[src/rtl/clk_div_monitor.sv]
// clk_div_monitor
// Checks a divided clock against the fast clock it was derived from.
// i_div_clk is synchronised into the i_clk domain, and its period and high
// time are measured in i_clk cycles. Both are compared with RATIO and
// RATIO/2, within TOL. The block reports lock after LOCK_CNT consecutive
// good periods, and pulses an error on a bad period, a bad duty cycle, or a
// missing edge (timeout).
//
// Ports
//   i_clk      fast reference clock, rising edge
//   i_rst      asynchronous active-high reset
//   i_en       monitor enable; low returns to IDLE and clears lock
//   i_div_clk  divided clock under test (asynchronous)
//   o_period   last measured period in i_clk cycles
//   o_high     last measured high time in i_clk cycles
//   o_valid    one-cycle pulse when o_period/o_high update
//   o_locked   LOCK_CNT consecutive good periods seen
//   o_err      one-cycle pulse on bad period, bad duty or timeout
module clk_div_monitor #(
  parameter int unsigned RATIO        = 8,
  parameter int unsigned LOCK_CNT     = 4,
  parameter int unsigned TIMEOUT_MULT = 4,
  parameter int unsigned TOL          = 0,
  localparam int unsigned W = $clog2(RATIO * TIMEOUT_MULT) + 1
) (
  input  logic         i_clk,
  input  logic         i_rst,
  input  logic         i_en,
  input  logic         i_div_clk,
  output logic [W-1:0] o_period,
  output logic [W-1:0] o_high,
  output logic         o_valid,
  output logic         o_locked,
  output logic         o_err
);

  localparam int unsigned MW = $clog2(LOCK_CNT + 1);
  localparam logic [W-1:0]  TIMEOUT = W'(RATIO * TIMEOUT_MULT);
  localparam logic [W:0]    EXP_P   = (W+1)'(RATIO);
  localparam logic [W:0]    EXP_H   = (W+1)'(RATIO / 2);
  localparam logic [W:0]    TOL_W   = (W+1)'(TOL);
  localparam logic [MW-1:0] MC_MAX  = MW'(LOCK_CNT);

  typedef enum logic [1:0] {IDLE, ALIGN, MEASURE} state_t;

  state_t        state, state_nxt;
  logic          s1, s, s_d;
  logic          rise, fall, active, good;
  logic [W-1:0]  cnt, hcnt, high_lat;
  logic [MW-1:0] mc, mc_nxt;
  logic          valid_nxt, err_nxt, locked_nxt;

  // Unsigned |a-b|. The operands are widened by one bit so the subtraction
  // cannot wrap.
  function automatic logic [W:0] absdiff(input logic [W:0] a, input logic [W:0] b);
    return (a >= b) ? (a - b) : (b - a);
  endfunction

  assign rise   = s & ~s_d;
  assign fall   = ~s & s_d;
  assign active = i_en && (state != IDLE);
  assign good   = (absdiff({1'b0, cnt}, EXP_P) <= TOL_W) &&
                  (absdiff({1'b0, high_lat}, EXP_H) <= TOL_W);

  // Two synchroniser flops, then one delay flop for edge detection. The
  // latency is constant, so rise-to-rise distances are exact.
  always_ff @(posedge i_clk or posedge i_rst) begin
    if (i_rst) begin
      s1  <= 1'b0;
      s   <= 1'b0;
      s_d <= 1'b0;
    end else begin
      s1  <= i_div_clk;
      s   <= s1;
      s_d <= s;
    end
  end

  always_ff @(posedge i_clk or posedge i_rst) begin
    if (i_rst) begin
      cnt      <= '0;
      hcnt     <= '0;
      high_lat <= '0;
    end else if (!active) begin
      cnt  <= '0;
      hcnt <= '0;
    end else begin
      if (rise)            cnt <= W'(1);
      else if (cnt != '1)  cnt <= cnt + W'(1);
      if (rise)                   hcnt <= W'(1);
      else if (s && hcnt != '1)   hcnt <= hcnt + W'(1);
      // If there is no fall in a period, the old high time stays here.
      // The period check then catches the stuck input.
      if (fall) high_lat <= hcnt;
    end
  end

  always_comb begin
    state_nxt  = state;
    mc_nxt     = mc;
    locked_nxt = o_locked;
    valid_nxt  = 1'b0;
    err_nxt    = 1'b0;
    if (!i_en) begin
      state_nxt  = IDLE;
      mc_nxt     = '0;
      locked_nxt = 1'b0;
    end else begin
      case (state)
        IDLE:  state_nxt = ALIGN;
        ALIGN: if (rise) state_nxt = MEASURE;
        MEASURE: begin
          // A rise takes priority over reaching the timeout threshold.
          if (rise) begin
            valid_nxt = 1'b1;
            if (good) begin
              mc_nxt     = (mc == MC_MAX) ? mc : mc + MW'(1);
              locked_nxt = (mc_nxt == MC_MAX);
            end else begin
              err_nxt    = 1'b1;
              mc_nxt     = '0;
              locked_nxt = 1'b0;
            end
          end else if (cnt == TIMEOUT) begin
            err_nxt    = 1'b1;
            mc_nxt     = '0;
            locked_nxt = 1'b0;
            state_nxt  = ALIGN;
          end
        end
        default: state_nxt = IDLE;
      endcase
    end
  end

  always_ff @(posedge i_clk or posedge i_rst) begin
    if (i_rst) begin
      state    <= IDLE;
      mc       <= '0;
      o_period <= '0;
      o_high   <= '0;
      o_valid  <= 1'b0;
      o_locked <= 1'b0;
      o_err    <= 1'b0;
    end else begin
      state    <= state_nxt;
      mc       <= mc_nxt;
      o_valid  <= valid_nxt;
      o_err    <= err_nxt;
      o_locked <= locked_nxt;
      if (valid_nxt) begin
        o_period <= cnt;
        o_high   <= high_lat;
      end
    end
  end

endmodule

[config.mk]
export PLATFORM = sky130hd
export DESIGN_NAME = clk_div_monitor
export DESIGN_NICKNAME = d
export VERILOG_FILES = /design/src/rtl/clk_div_monitor.sv
export SDC_FILE = /design/constraint.sdc
export NUM_CORES = 1
export LEC_CHECK = 0
export ABC_AREA = 1
export ABC_CLOCK_PERIOD_IN_PS = 3500
export BUFFER_PORTS_ARGS = -buffer_cell sky130_fd_sc_hd__buf_2
export CORE_ASPECT_RATIO = 1.5
export CORE_MARGIN = 2
export CORE_UTILIZATION = 57
export CTS_CLUSTER_SIZE = 24
export DETAILED_ROUTE_END_ITERATION = 10
export PLACE_DENSITY_LB_ADDON = 0.1
export RECOVER_POWER = 100
export SYNTH_ARGS = -nofsm -noshare
export SYNTH_HDL_FRONTEND = slang
export SYNTH_SLANG_ARGS = --single-unit
export TNS_END_PERCENT = 50
[constraint.sdc]
create_clock -name i_clk -period 3.5 [get_ports i_clk]
set_input_delay 0.175 -clock i_clk [delete_from_list [all_inputs] [get_ports i_clk]]
set_output_delay 0.175 -clock i_clk [all_outputs]
set_load 0.05 [all_outputs]
**Word level (Yosys, flattened, before mapping)**

Cells that the tools add are included.

- Register bits: 41
- Output and inout port bits: 15

- $add $sub $neg: 7
- Magnitude comparators: 4
- Equality and inequality tests: 14
- Muxes and demuxes: 32
- Bitwise gates (word level): 4
- Reduce and logical (&&, ||, !) cells: 8

Operators with widths:

| cell | count |
|---|---|
| $mux 6 | 6 |
| $mux 3 | 6 |
| $le 7x1->1 const B | 2 |
| $mux 7 | 2 |
| $mux 1 | 13 |
| $add 6x1->6 const B | 2 |
| $ne 6x6->1 const B | 2 |
| $ne 3x3->1 const B | 3 |
| $mux 2 | 4 |
| $sub 3x6->7 const A | 1 |
| $sub 4x6->7 const A | 1 |
| $sub 6x3->7 const B | 1 |
| $sub 6x4->7 const B | 1 |
| $eq 3x3->1 const B | 2 |
| $eq 6x6->1 const B | 1 |
| $ge 6x3->1 const B | 1 |
| $ge 6x4->1 const B | 1 |
| $ne 3x2->1 const B | 2 |
| $pmux 2 s3 | 1 |
| $reduce_and 2->1 | 2 |
| $add 3x1->3 const B | 1 |
| $logic_and 1x1->1 | 3 |
| $ne 3x1->1 const B | 1 |
| $reduce_and 3->1 | 1 |
| other kinds (7) | 9 |

**Longest topological paths before layout**

Gate-level depths: netlist (run 1).

- Word-level depth: 8
- Mapped depth: 11
- Gate-level depth less buffers: 11

**Worst setup path before layout (run 1)**

OpenSTA, ideal clock, no wires.

- Kind: register -> register
- Start point: register cnt[3]
- End point: register o_err
- Setup time: 114 ps
- Arrival: 1,485 ps
- Path slack: 1,901 ps
- Cell stages (with the launch flop): 11
- Path buffers: 0
- Clock period less this slack: 1,599 ps
- Path through: dfrtp_1 > inv_1 > ha_1 > ha_1 > nand2_1 > nand2_1 > nand3_1 > nor2_1 > nand2_1 > nand3_1 > inv_1

- Cells in the longest elaborated chain, start to end: 8
- Elaborated cells between the ends (all ways): 12

RTL lines:

| item | RTL line | source |
|---|---|---|
| start: declaration | 49 | `logic [W-1:0] cnt, hcnt, high_lat;` |
| start signal: assignment | 89 | `else if (cnt != '1) cnt <= cnt + W'(1);` |
| $sub 4x6->7, or another cell as far along | 56 | `return (a >= b) ? (a - b) : (b - a);` |
| $mux 7 | 56 |  |
| $le 7x1->1 | 62 | `assign good = (absdiff({1'b0, cnt}, EXP_P) <= TOL_W) &&` |
| $logic_and 1x1->1 | 62 |  |
| $mux 1 | 116 | `if (good) begin` |
| $mux 1 * | 114 | `if (rise) begin` |
| $mux 1 * | 109 | `case (state)` |
| $mux 1 * | 104 | `if (!i_en) begin` |
| net err_nxt | 51 | `logic valid_nxt, err_nxt, locked_nxt;` |
| end signal: assignment | 149 | `o_err <= err_nxt;` |
| end: declaration | 34 | `output logic o_err` |

Mark *: on every way through the listed nets, which the timed path passes. The rest lies on a longest branch.
A chain may end at the register's enable or synchronous reset.

**Worst setup path in the final report (run 1)**

- Start point: register s
- End point: register o_high[4]

- Cells in the longest elaborated chain, start to end: 4

RTL lines:

| item | RTL line | source |
|---|---|---|
| start: declaration | 47 | `logic s1, s, s_d;` |
| start signal: assignment | 70 | `s <= 1'b0;` |
| start signal: assignment | 74 | `s <= s1;` |
| $and 1x1->1 | 59 | `assign rise = s & ~s_d;` |
| $mux 1 | 114 |  |
| $mux 1 | 109 |  |
| $mux 1 | 104 |  |
| end signal: assignment | 153 | `o_high <= high_lat;` |
| end: declaration | 31 | `output logic [W-1:0] o_high,` |

Every way passes these cells.

==> flow_summary.rst, run 1 <==
.. list-table::
   :header-rows: 1

   * - Metric
     - Value
   * - Number of maximum-capacitance violations
     - 0
   * - Die height
     - just under 80 µm
   * - Max rail drop VDD
     - 0.000328 V
   * - Routed wire length
     - between 3 and 4 mm
   * - Count of yosys warnings during synthesis
     - 0
   * - Footprint of the multi-input gates
     - 860 µm²
   * - Reg2Reg Setup Slack
     - 1150 ps
   * - Sum of internal, switching and leakage power
     - 0.000994 W
   * - Portion of synthesized cell area occupied by the leading cell type
     - just under 50%
   * - Synth Instances
     - between 200 and 250
   * - Switching pwr
     - around 0.00031 W
   * - Portion of total power attributed to the clock network
     - between 20 and 30%
   * - Site row count
     - 26
   * - Signed area change from the synthesized netlist to the final layout
     - 7.73%
   * - Cell accounting for the most synthesized area
     - sky130_fd_sc_hd__dfrtp_1
   * - WP data required
     - between 3000 and 4000 ps
   * - Antenna violations before repair
     - 0
   * - Clock-pin slew of the registers on the worst-case setup and hold paths
     - 70 ps
   * - Worst hold slack
     - about 150 ps
   * - Maximum clock frequency
     - 426 MHz
   * - Status
     - finished, final reports clean
   * - Part of the power in combinational logic
     - ~18%
   * - Number of I/O pins
     - 19
   * - Initial detailed-routing violation count
     - 24
   * - Launch instance of the worst register-to-register path
     - s$_DFF_PP0_
   * - Diodes inserted
     - 0
   * - Area of the core region
     - between 0.003 and 0.004 mm²
   * - Number of buffers on the longest clock path
     - 2
   * - Maximum level of the CTS H-tree
     - 2
   * - Vias in the first global route
     - ~1.6k
   * - Total setup violations reported at the end of the flow
     - 0
   * - Final total negative setup slack
     - 0 ps
   * - Final net count
     - approximately 270
   * - P_int
     - 0.000680 W
   * - GRT Total Usage
     - a little over a fifth
   * - Antenna violation net count after detailed routing
     - 0
   * - Die Outline Area
     - between 0.004 and 0.005 mm²
   * - Root buffer selected by CTS
     - sky130_fd_sc_hd__clkbuf_8
   * - Filler cell count in the final layout
     - 323
   * - Starting density of the core
     - 60.1%
   * - Final std cells w/o fill
     - 301
   * - Worst-path maximum fanout
     - 21
   * - Type of the worst min-delay path
     - in2async
   * - Number of buffers inserted during clock tree synthesis
     - 5
   * - Share of power burned in registers
     - 52.7%
   * - First-pass GRT wire length
     - ~6.7 mm
   * - Crit path capture type
     - flop
   * - CP startpoint kind
     - flop
   * - Sinks on Clock Net
     - a little over 40
   * - CTS tree
     - yes
   * - Number of detailed-route iterations in the first pass
     - 4
   * - Post-route fraction of the period consumed by the critical path
     - 67.0%
   * - Mean number of vias per cell
     - ~5.1
   * - Worst slew margin
     - roughly 1.3%
   * - Fin util
     - about two thirds
   * - Wirelength per Cell
     - between 10 and 15 µm
   * - Setup repair after global routing missed its margin
     - false
   * - CTS-repair resized insts
     - 0
   * - EDFF count, synth
     - 0
   * - Total power divided by cell area
     - 445 mW/mm²
   * - Switching Share
     - between 30% and 40%
   * - Netlist cell types
     - 26
   * - Synth area leaders
     - sky130_fd_sc_hd__dfrtp_1 50%, sky130_fd_sc_hd__nand2_1 9.4%, sky130_fd_sc_hd__ha_1 6.6%
   * - Final number of hold-violating endpoints
     - 0
   * - Most frequent cells after synthesis
     - 52 x sky130_fd_sc_hd__nand2_1, 41 x sky130_fd_sc_hd__dfrtp_1, 28 x sky130_fd_sc_hd__inv_1, 26 x sky130_fd_sc_hd__nor2_1, 23 x sky130_fd_sc_hd__o21ai_0
   * - Via Count
     - roughly 1.5k
   * - Port Buffers
     - 18
   * - Fraction of synthesis flops using an asynchronous set or reset pin
     - between 90% and 100%
   * - Capture instance of the worst register-to-register path
     - o_high[4]$_DFFE_PP0P_
   * - Minimum clock period
     - between 2000 and 2500 ps
   * - Total of flip-flops plus latches after synthesis
     - 41
   * - Sequential element share of the synthesized area
     - between 40% and 50%
   * - Max-slew violation count
     - 0
   * - Kind of critical path
     - reg2reg
   * - Most frequently used flop master after synthesis
     - sky130_fd_sc_hd__dfrtp_1
   * - Area taken by flip-flops and latches
     - 0.00103 mm²
   * - Post-synthesis instance area
     - 0.00207 mm²
   * - Avg Cell Area, Syn
     - ~8.8 µm²
   * - Post-placement cell count
     - ~300
   * - Number of cells on the worst reg-to-reg path
     - 8
   * - Most repeated cell in the gate-level netlist after synthesis
     - sky130_fd_sc_hd__nand2_1
   * - Post-detail-place hpwl
     - ~2.8 mm
   * - P_leak
     - 1.09 nW
   * - Transition time at the pin with the least slew margin
     - approximately 1500 ps
   * - Clock latency at the later pin of the worst-skew pair
     - slightly below 300 ps
   * - Fraction of layout cells with a size suffix above 1
     - between 8 and 9%
   * - Global route overflow
     - 0
   * - Pin count of the biggest net entering global routing
     - 30
   * - Final GP Congestion
     - about 0.83
   * - Die X-Extent
     - about 53 µm
   * - Worst endpoint data arrival time
     - around 2600 ps
   * - Post-CTS Setup Bufs
     - 0
   * - Final clock skew
     - slightly above 3 ps
   * - Net Count, Synth
     - 249
   * - Number of remaining DRC errors
     - 0
-- logic make-up (layout without fill, tap and decap cells) --
group | Yosys count | after routing | synth area share [%]
buffers and inverters | 35 | 60 | 7.37
adders and majority gates | 11 | 11 | 6.65
xor gates and xnor gates | 2 | 2 | 0.846
AOI/OAI and AO/OA | 41 | 41 | 11.9
and+or+nand+nor | 104 | 104 | 23.7
DFF | 41 | 41 | 49.5
-- stage by stage --
step,cell area (µm²),setup slack (ps)
4_1_cts,2290,1660
3_5_place_dp,2190,1660
2_1_floorplan,2070,1900
5_1_grt,2230,856
3_3_place_gp,2190,1710
6_report,2230,1150
-- layer usage --
metal  share of wire [%]  track usage (%)
met5                   0                0
met1                  45             24.2
met3                 3.7             5.58
met2                  49             36.8
met4                 2.5             9.74
-- sequential cells by signal, summed over array words and instances (netlist names) --
| register | cells |
|---|---|
| cnt | 6 |
| hcnt | 6 |
| high_lat | 6 |
| o_high | 6 |
| o_period | 6 |
| mc | 3 |
| state | 2 |
| o_err | 1 |
| o_locked | 1 |
| o_valid | 1 |
| s | 1 |
| s1 | 1 |
| s_d | 1 |
-- what timing repair did --
| action | in CTS | in global routing |
|---|---|---|
| endpoints found under the setup margin | 0 | 0 |
| hold endpoints to repair | 1 | 0 |
| hold buffers | 1 | 0 |
-- critical path, stage by stage (launching register included) --
cell and delay [ps]:
sky130_fd_sc_hd__dfrtp_1 340, sky130_fd_sc_hd__inv_1 90, sky130_fd_sc_hd__nor2_4 170, sky130_fd_sc_hd__inv_4 100, sky130_fd_sc_hd__nor2_8 120, sky130_fd_sc_hd__inv_4 60, sky130_fd_sc_hd__nor2_1 1090, sky130_fd_sc_hd__nor2_1 140
sky130_fd_sc_hd__a21oi_2 150
-- layout by cell type, fill, tap and decap left out, types with 2 or more instances in the layout --
master                     count
sky130_fd_sc_hd__buf_2         3
sky130_fd_sc_hd__a21oi_1       5
sky130_fd_sc_hd__nor2_1       28
sky130_fd_sc_hd__nor3b_1       2
sky130_fd_sc_hd__o21ai_0      24
sky130_fd_sc_hd__a21oi_2       8
sky130_fd_sc_hd__clkinv_2      2
sky130_fd_sc_hd__clkbuf_1     17
sky130_fd_sc_hd__ha_1         11
sky130_fd_sc_hd__clkbuf_8      5
sky130_fd_sc_hd__nand3_1      10
sky130_fd_sc_hd__inv_4         2
sky130_fd_sc_hd__inv_1        30
sky130_fd_sc_hd__nand4_1       7
sky130_fd_sc_hd__dfrtp_1      41
sky130_fd_sc_hd__a31oi_1       2
sky130_fd_sc_hd__xor2_1        2
sky130_fd_sc_hd__nand2_1      52
-- final cells by class --
cell class                      count  area share, %
Multi-Input combinational cell    158           38.5
Timing Repair Buffer               20           3.81
Inverter                           32           5.61
Clock buffer                        6           3.25
Clock inverter                      2          0.449
Sequential cell                    41           46.0
Tap cell                           42           2.36
-- worst max-delay path by stage --
stage	from	end	slack, ps	cells after the start
6_report	s$_DFF_PP0_	o_high[4]$_DFFE_PP0P_	1150	8
5_1_grt	s$_DFF_PP0_	o_high[2]$_DFFE_PP0P_	860	8
4_1_cts	cnt[3]$_DFFE_PP0P_	o_err$_DFF_PP0_	1660	10
3_5_place_dp	cnt[3]$_DFFE_PP0P_	o_err$_DFF_PP0_	1660	10
3_3_place_gp	cnt[3]$_DFFE_PP0P_	o_err$_DFF_PP0_	1710	10
2_1_floorplan	cnt[3]$_DFFE_PP0P_	o_err$_DFF_PP0_	1900	10
-- power by group through the flow --
| stage | Sequential [W] | Clock, W | Combinational, W |
|---|---|---|---|
| floorplan | 0.000616 | 0 | 0.0000644 |
| global placement | 0.000532 | 0 | 0.000188 |
| detailed placement | 0.000533 | 0 | 0.000189 |
| CTS | 0.000524 | 0.000304 | 0.000191 |
| global route | 0.000529 | 0.000325 | 0.000194 |
| finish | 0.000524 | 0.000292 | 0.000178 |
No activity file was read; power rests on OpenSTA's default activity.
==> run 2, diff against run 1 <==
ABC_AREA = 0   (was 1)
ABC_CLOCK_PERIOD_IN_PS = 2220   (was 3500)
clock period = 2.22 ns   (was 3.5 ns; I/O delays follow)
==> run 2 against run 1 <==
  * Count of clock-buffer cells in the layout shrank 1
  * Utilization grew 1.4 points
  * Power grew 55%
  * Global-route usage grew 2.2 points
  * Clock skew grew 2.2 ps
  * Sequential share of layout area shrank 0.077 points
  * Clock power grew 110%
  * Combinational power shrank 28%
  * Setup slack lost 910 ps
  * Critical endpoint is now o_period[0]$_DFFE_PP0P_
  * Highest routed layer unchanged
==> flow_summary.rst, run 2 <==
.. list-table::
   :header-rows: 1

   * - Metric
     - Value
   * - Number of remaining DRC errors
     - 0 (unchanged)
   * - Setup repair after global routing missed its margin
     - false
   * - Most common cell after layout, fill and taps aside
     - sky130_fd_sc_hd__dfrtp_1
   * - Crit path capture type
     - flop
   * - Fraction of synthesis flops using an asynchronous set or reset pin
     - 100% (unchanged)
   * - Vias in the first global route
     - 1433 (-11%)
   * - First-pass GRT wire length
     - 7.04 mm (+5.7%)
   * - Initial detailed-routing violation count
     - 46 (+92%)
   * - Final number of hold-violating endpoints
     - 0 (unchanged)
   * - Post-route fraction of the period consumed by the critical path
     - 88.9% (+22 points)
   * - Most repeated cell in the gate-level netlist after synthesis
     - sky130_fd_sc_hd__dfrtp_1
   * - Post-detail-place hpwl
     - 2.95 mm (+4.8%)
   * - Maximum level of the CTS H-tree
     - 2 (unchanged)
   * - Die height
     - 76.7 µm (-1.5%)
   * - Kind of critical path
     - reg2reg
   * - Global route overflow
     - 0 (unchanged)
   * - Number of buffers inserted during clock tree synthesis
     - 5 (unchanged)
   * - Antenna violation net count after detailed routing
     - 0 (unchanged)
   * - Top library cells by usage in the layout, fill and taps aside
     - 41 x sky130_fd_sc_hd__dfrtp_1, 16 x sky130_fd_sc_hd__clkbuf_1, 15 x sky130_fd_sc_hd__mux2_2
   * - Fraction of layout cells with a size suffix above 1
     - 16.9% (+8.0 points)
   * - Worst hold slack
     - 120 ps (-26.1 ps)
   * - Area taken by flip-flops and latches
     - 0.00103 mm² (unchanged)
   * - Total of flip-flops plus latches after synthesis
     - 41 (unchanged)
   * - Via Count
     - 1411 (-8.0%)
   * - P_leak
     - 1.01 nW (-6.7%)
   * - Number of maximum-capacitance violations
     - 0 (unchanged)
   * - Cell accounting for the most synthesized area
     - sky130_fd_sc_hd__dfrtp_1
   * - Die X-Extent
     - 52.4 µm (-1.5%)
   * - Net Count, Synth
     - 184 (-26%)
   * - Minimum clock period
     - 1970 ps (-373 ps)
   * - Netlist cell types
     - 45 (+73%)
   * - Sequential element share of the synthesized area
     - 51.2% (+1.6 points)
   * - Worst endpoint data arrival time
     - 2170 ps (-400 ps)
   * - M2 GR Usage
     - 42.5% (+5.7 points)
   * - WP data required
     - 2410 ps (-1310 ps)
   * - GRT Total Usage
     - 23.8% (+2.2 points)
   * - Antenna violations before repair
     - 0 (unchanged)
   * - Sum of internal, switching and leakage power
     - 0.00154 W (+55%)
   * - Met3 track demand over resource in global routing
     - 5.84% (+0.26 points)
   * - Port Buffers
     - 18 (unchanged)
   * - Worst slew margin
     - 33.1% (+32 points)
   * - Avg Cell Area, Syn
     - 11.9 µm² (+34%)
   * - Most frequently used flop master after synthesis
     - sky130_fd_sc_hd__dfrtp_1
   * - Clock latency at the later pin of the worst-skew pair
     - 310 ps (+20 ps)
   * - Post-synthesis instance area
     - 0.00201 mm² (-3.1%)
   * - Total setup violations reported at the end of the flow
     - 0 (unchanged)
   * - Filler cell count in the final layout
     - 285 (-12%)
   * - CTS tree
     - yes
   * - Site row count
     - 26 (unchanged)
   * - Most frequent cells after synthesis
     - 41 x sky130_fd_sc_hd__dfrtp_1, 16 x sky130_fd_sc_hd__mux2_2, 11 x sky130_fd_sc_hd__ha_1, 11 x sky130_fd_sc_hd__inv_1, 10 x sky130_fd_sc_hd__o21ai_0
   * - CP startpoint kind
     - flop
   * - Mean number of vias per cell
     - 5.95 (+17%)
   * - EDFF count, synth
     - 0 (unchanged)
   * - Maximum clock frequency
     - 507 MHz (+19%)
   * - Footprint of the multi-input gates
     - 892 µm² (+3.8%)
   * - Final net count
     - 209 (-23%)
   * - Number of detailed-route iterations in the first pass
     - 4 (unchanged)
   * - Synth area leaders
     - sky130_fd_sc_hd__dfrtp_1 51%, sky130_fd_sc_hd__mux2_2 9.0%, sky130_fd_sc_hd__ha_1 6.9%
   * - Max-slew violation count
     - 0 (unchanged)
   * - Routed wire length
     - 4.15 mm (+12%)
   * - Synth Instances
     - 169 (-28%)
   * - Final GP Congestion
     - 0.799 (-3.6%)
   * - M1 GR Usage
     - 26.7% (+2.5 points)
   * - Starting density of the core
     - 59.3% (-0.77 points)
   * - Total power divided by cell area
     - 689 mW/mm² (+55%)
   * - Transition time at the pin with the least slew margin
     - 1000 ps (-471 ps)
   * - Diodes inserted
     - 0 (unchanged)
   * - Sinks on Clock Net
     - 41 (unchanged)
   * - Signed area change from the synthesized netlist to the final layout
     - 11.4%
   * - Worst-path maximum fanout
     - 15 (-29%)
   * - Die Outline Area
     - 0.00402 mm² (-2.9%)
   * - Post-CTS Setup Bufs
     - 0 (unchanged)
   * - Wirelength per Cell
     - 17.5 µm (+42%)
   * - Portion of synthesized cell area occupied by the leading cell type
     - 51.2% (+1.6 points)
   * - Busiest layer in global routing
     - met2
   * - Area of the core region
     - 0.00338 mm² (-1.9%)
   * - Final clock skew
     - 5.30 ps (+2.21 ps)
   * - Final total negative setup slack
     - 0 ps (unchanged)
   * - Number of buffers on the longest clock path
     - 2 (unchanged)
   * - Clock-pin slew of the registers on the worst-case setup and hold paths
     - 80 ps (about the same)
   * - Type of the worst min-delay path
     - in2reg
   * - Pin count of the biggest net entering global routing
     - 42 (+40%)
   * - Root buffer selected by CTS
     - sky130_fd_sc_hd__clkbuf_8
   * - Count of yosys warnings during synthesis
     - 0 (unchanged)
   * - Status
     - finished, final reports clean
   * - Max rail drop VDD
     - 0.000539 V (+64%)
   * - Number of I/O pins
     - 19 (unchanged)
## run 2: cell types whose count changed in the layout (fill, tap and decap cells not counted), moves of 7 or more
cell / delta
sky130_fd_sc_hd__nand2_1: -47
sky130_fd_sc_hd__nor2_1: -21
sky130_fd_sc_hd__inv_1: -19
sky130_fd_sc_hd__mux2_2: +15
sky130_fd_sc_hd__o21ai_0: -13
sky130_fd_sc_hd__a21oi_2: -7
## run 2: layout make-up
| type | count | area share, % |
|---|---|---|
| clock inverters | 3 | 2.07 |
| clock buffers | 5 | 3.08 |
| well taps | 42 | 2.35 |
| repair buffers | 23 | 4.82 |
| multi-input cells | 112 | 39.9 |
| flip-flops and latches | 41 | 45.9 |
| inverters | 11 | 1.85 |
## run 2: through the flow
stage,instance area [µm²],setup slack [ps],std cells,util [%]
2_1_floorplan,2010,510,169,-
3_3_place_gp,2140,389,227,63.1
3_5_place_dp,2140,354,227,63.1
4_1_cts,2270,339,237,67.1
5_1_grt,2230,137,237,66.1
6_report,2230,247,237,66.1
## run 2: report_power, final
group / leakage (nW) / internal, W / switching [W] / total (W)
logic: 0.401 / 0.0000442 / 0.0000841 / 0.000128
registers: 0.560 / 0.000768 / 0.0000219 / 0.000790
clock network: 0.0543 / 0.000337 / 0.000284 / 0.000620
total: 1.01 / 0.00115 / 0.000390 / 0.00154
## run 2: final timing paths
kind	slack [ps]	cells past startpoint	startpoint	endpoint
worst max register to register	250	4	s$_DFF_PP0_	o_period[0]$_DFFE_PP0P_
worst min register to register	360	0	s1$_DFF_PP0_	s$_DFF_PP0_
worst min-delay path	120	2	i_en	state[1]$_DFFE_PP0P_
min in group asynchronous	670	4	i_rst	o_period[2]$_DFFE_PP0P_
worst max-delay path	250	4	s$_DFF_PP0_	o_period[0]$_DFFE_PP0P_
max in group asynchronous	940	4	i_rst	s_d$_DFF_PP0_
## run 2: layer usage
metal  share of wire (%)  up-vias
met5                   0        -
met4                 1.6        0
met3                 3.0        6
met2                  57       23
met1                  38      722
li1                    -      660
## run 2: critical path, cell delays in order (launching register included)
cell and delay [ps]:
sky130_fd_sc_hd__dfrtp_1 510, sky130_fd_sc_hd__nand2b_2 150, sky130_fd_sc_hd__nor2_2 120, sky130_fd_sc_hd__clkbuf_1 650, sky130_fd_sc_hd__mux2_2 420
## run 2: cells by family after synthesis
logic type | count (synthesis) | synth area share (%)
adder cells (fa/ha/maj) | 11 | 6.86
XOR/XNOR | 7 | 3.06
AND/OR/NAND/NOR | 40 | 12.5
AO/OA/AOI/OAI | 36 | 12.7
multiplexers | 18 | 9.98
flip-flops | 41 | 51.2
buffers and inverters | 16 | 3.80
## run 2: timing repair
action / CTS / global route
hold buffers: 2 / 0
endpoints found under the setup margin: 0 / 0
hold endpoints to repair: 42 / 0
resized for setup: 0 / 0
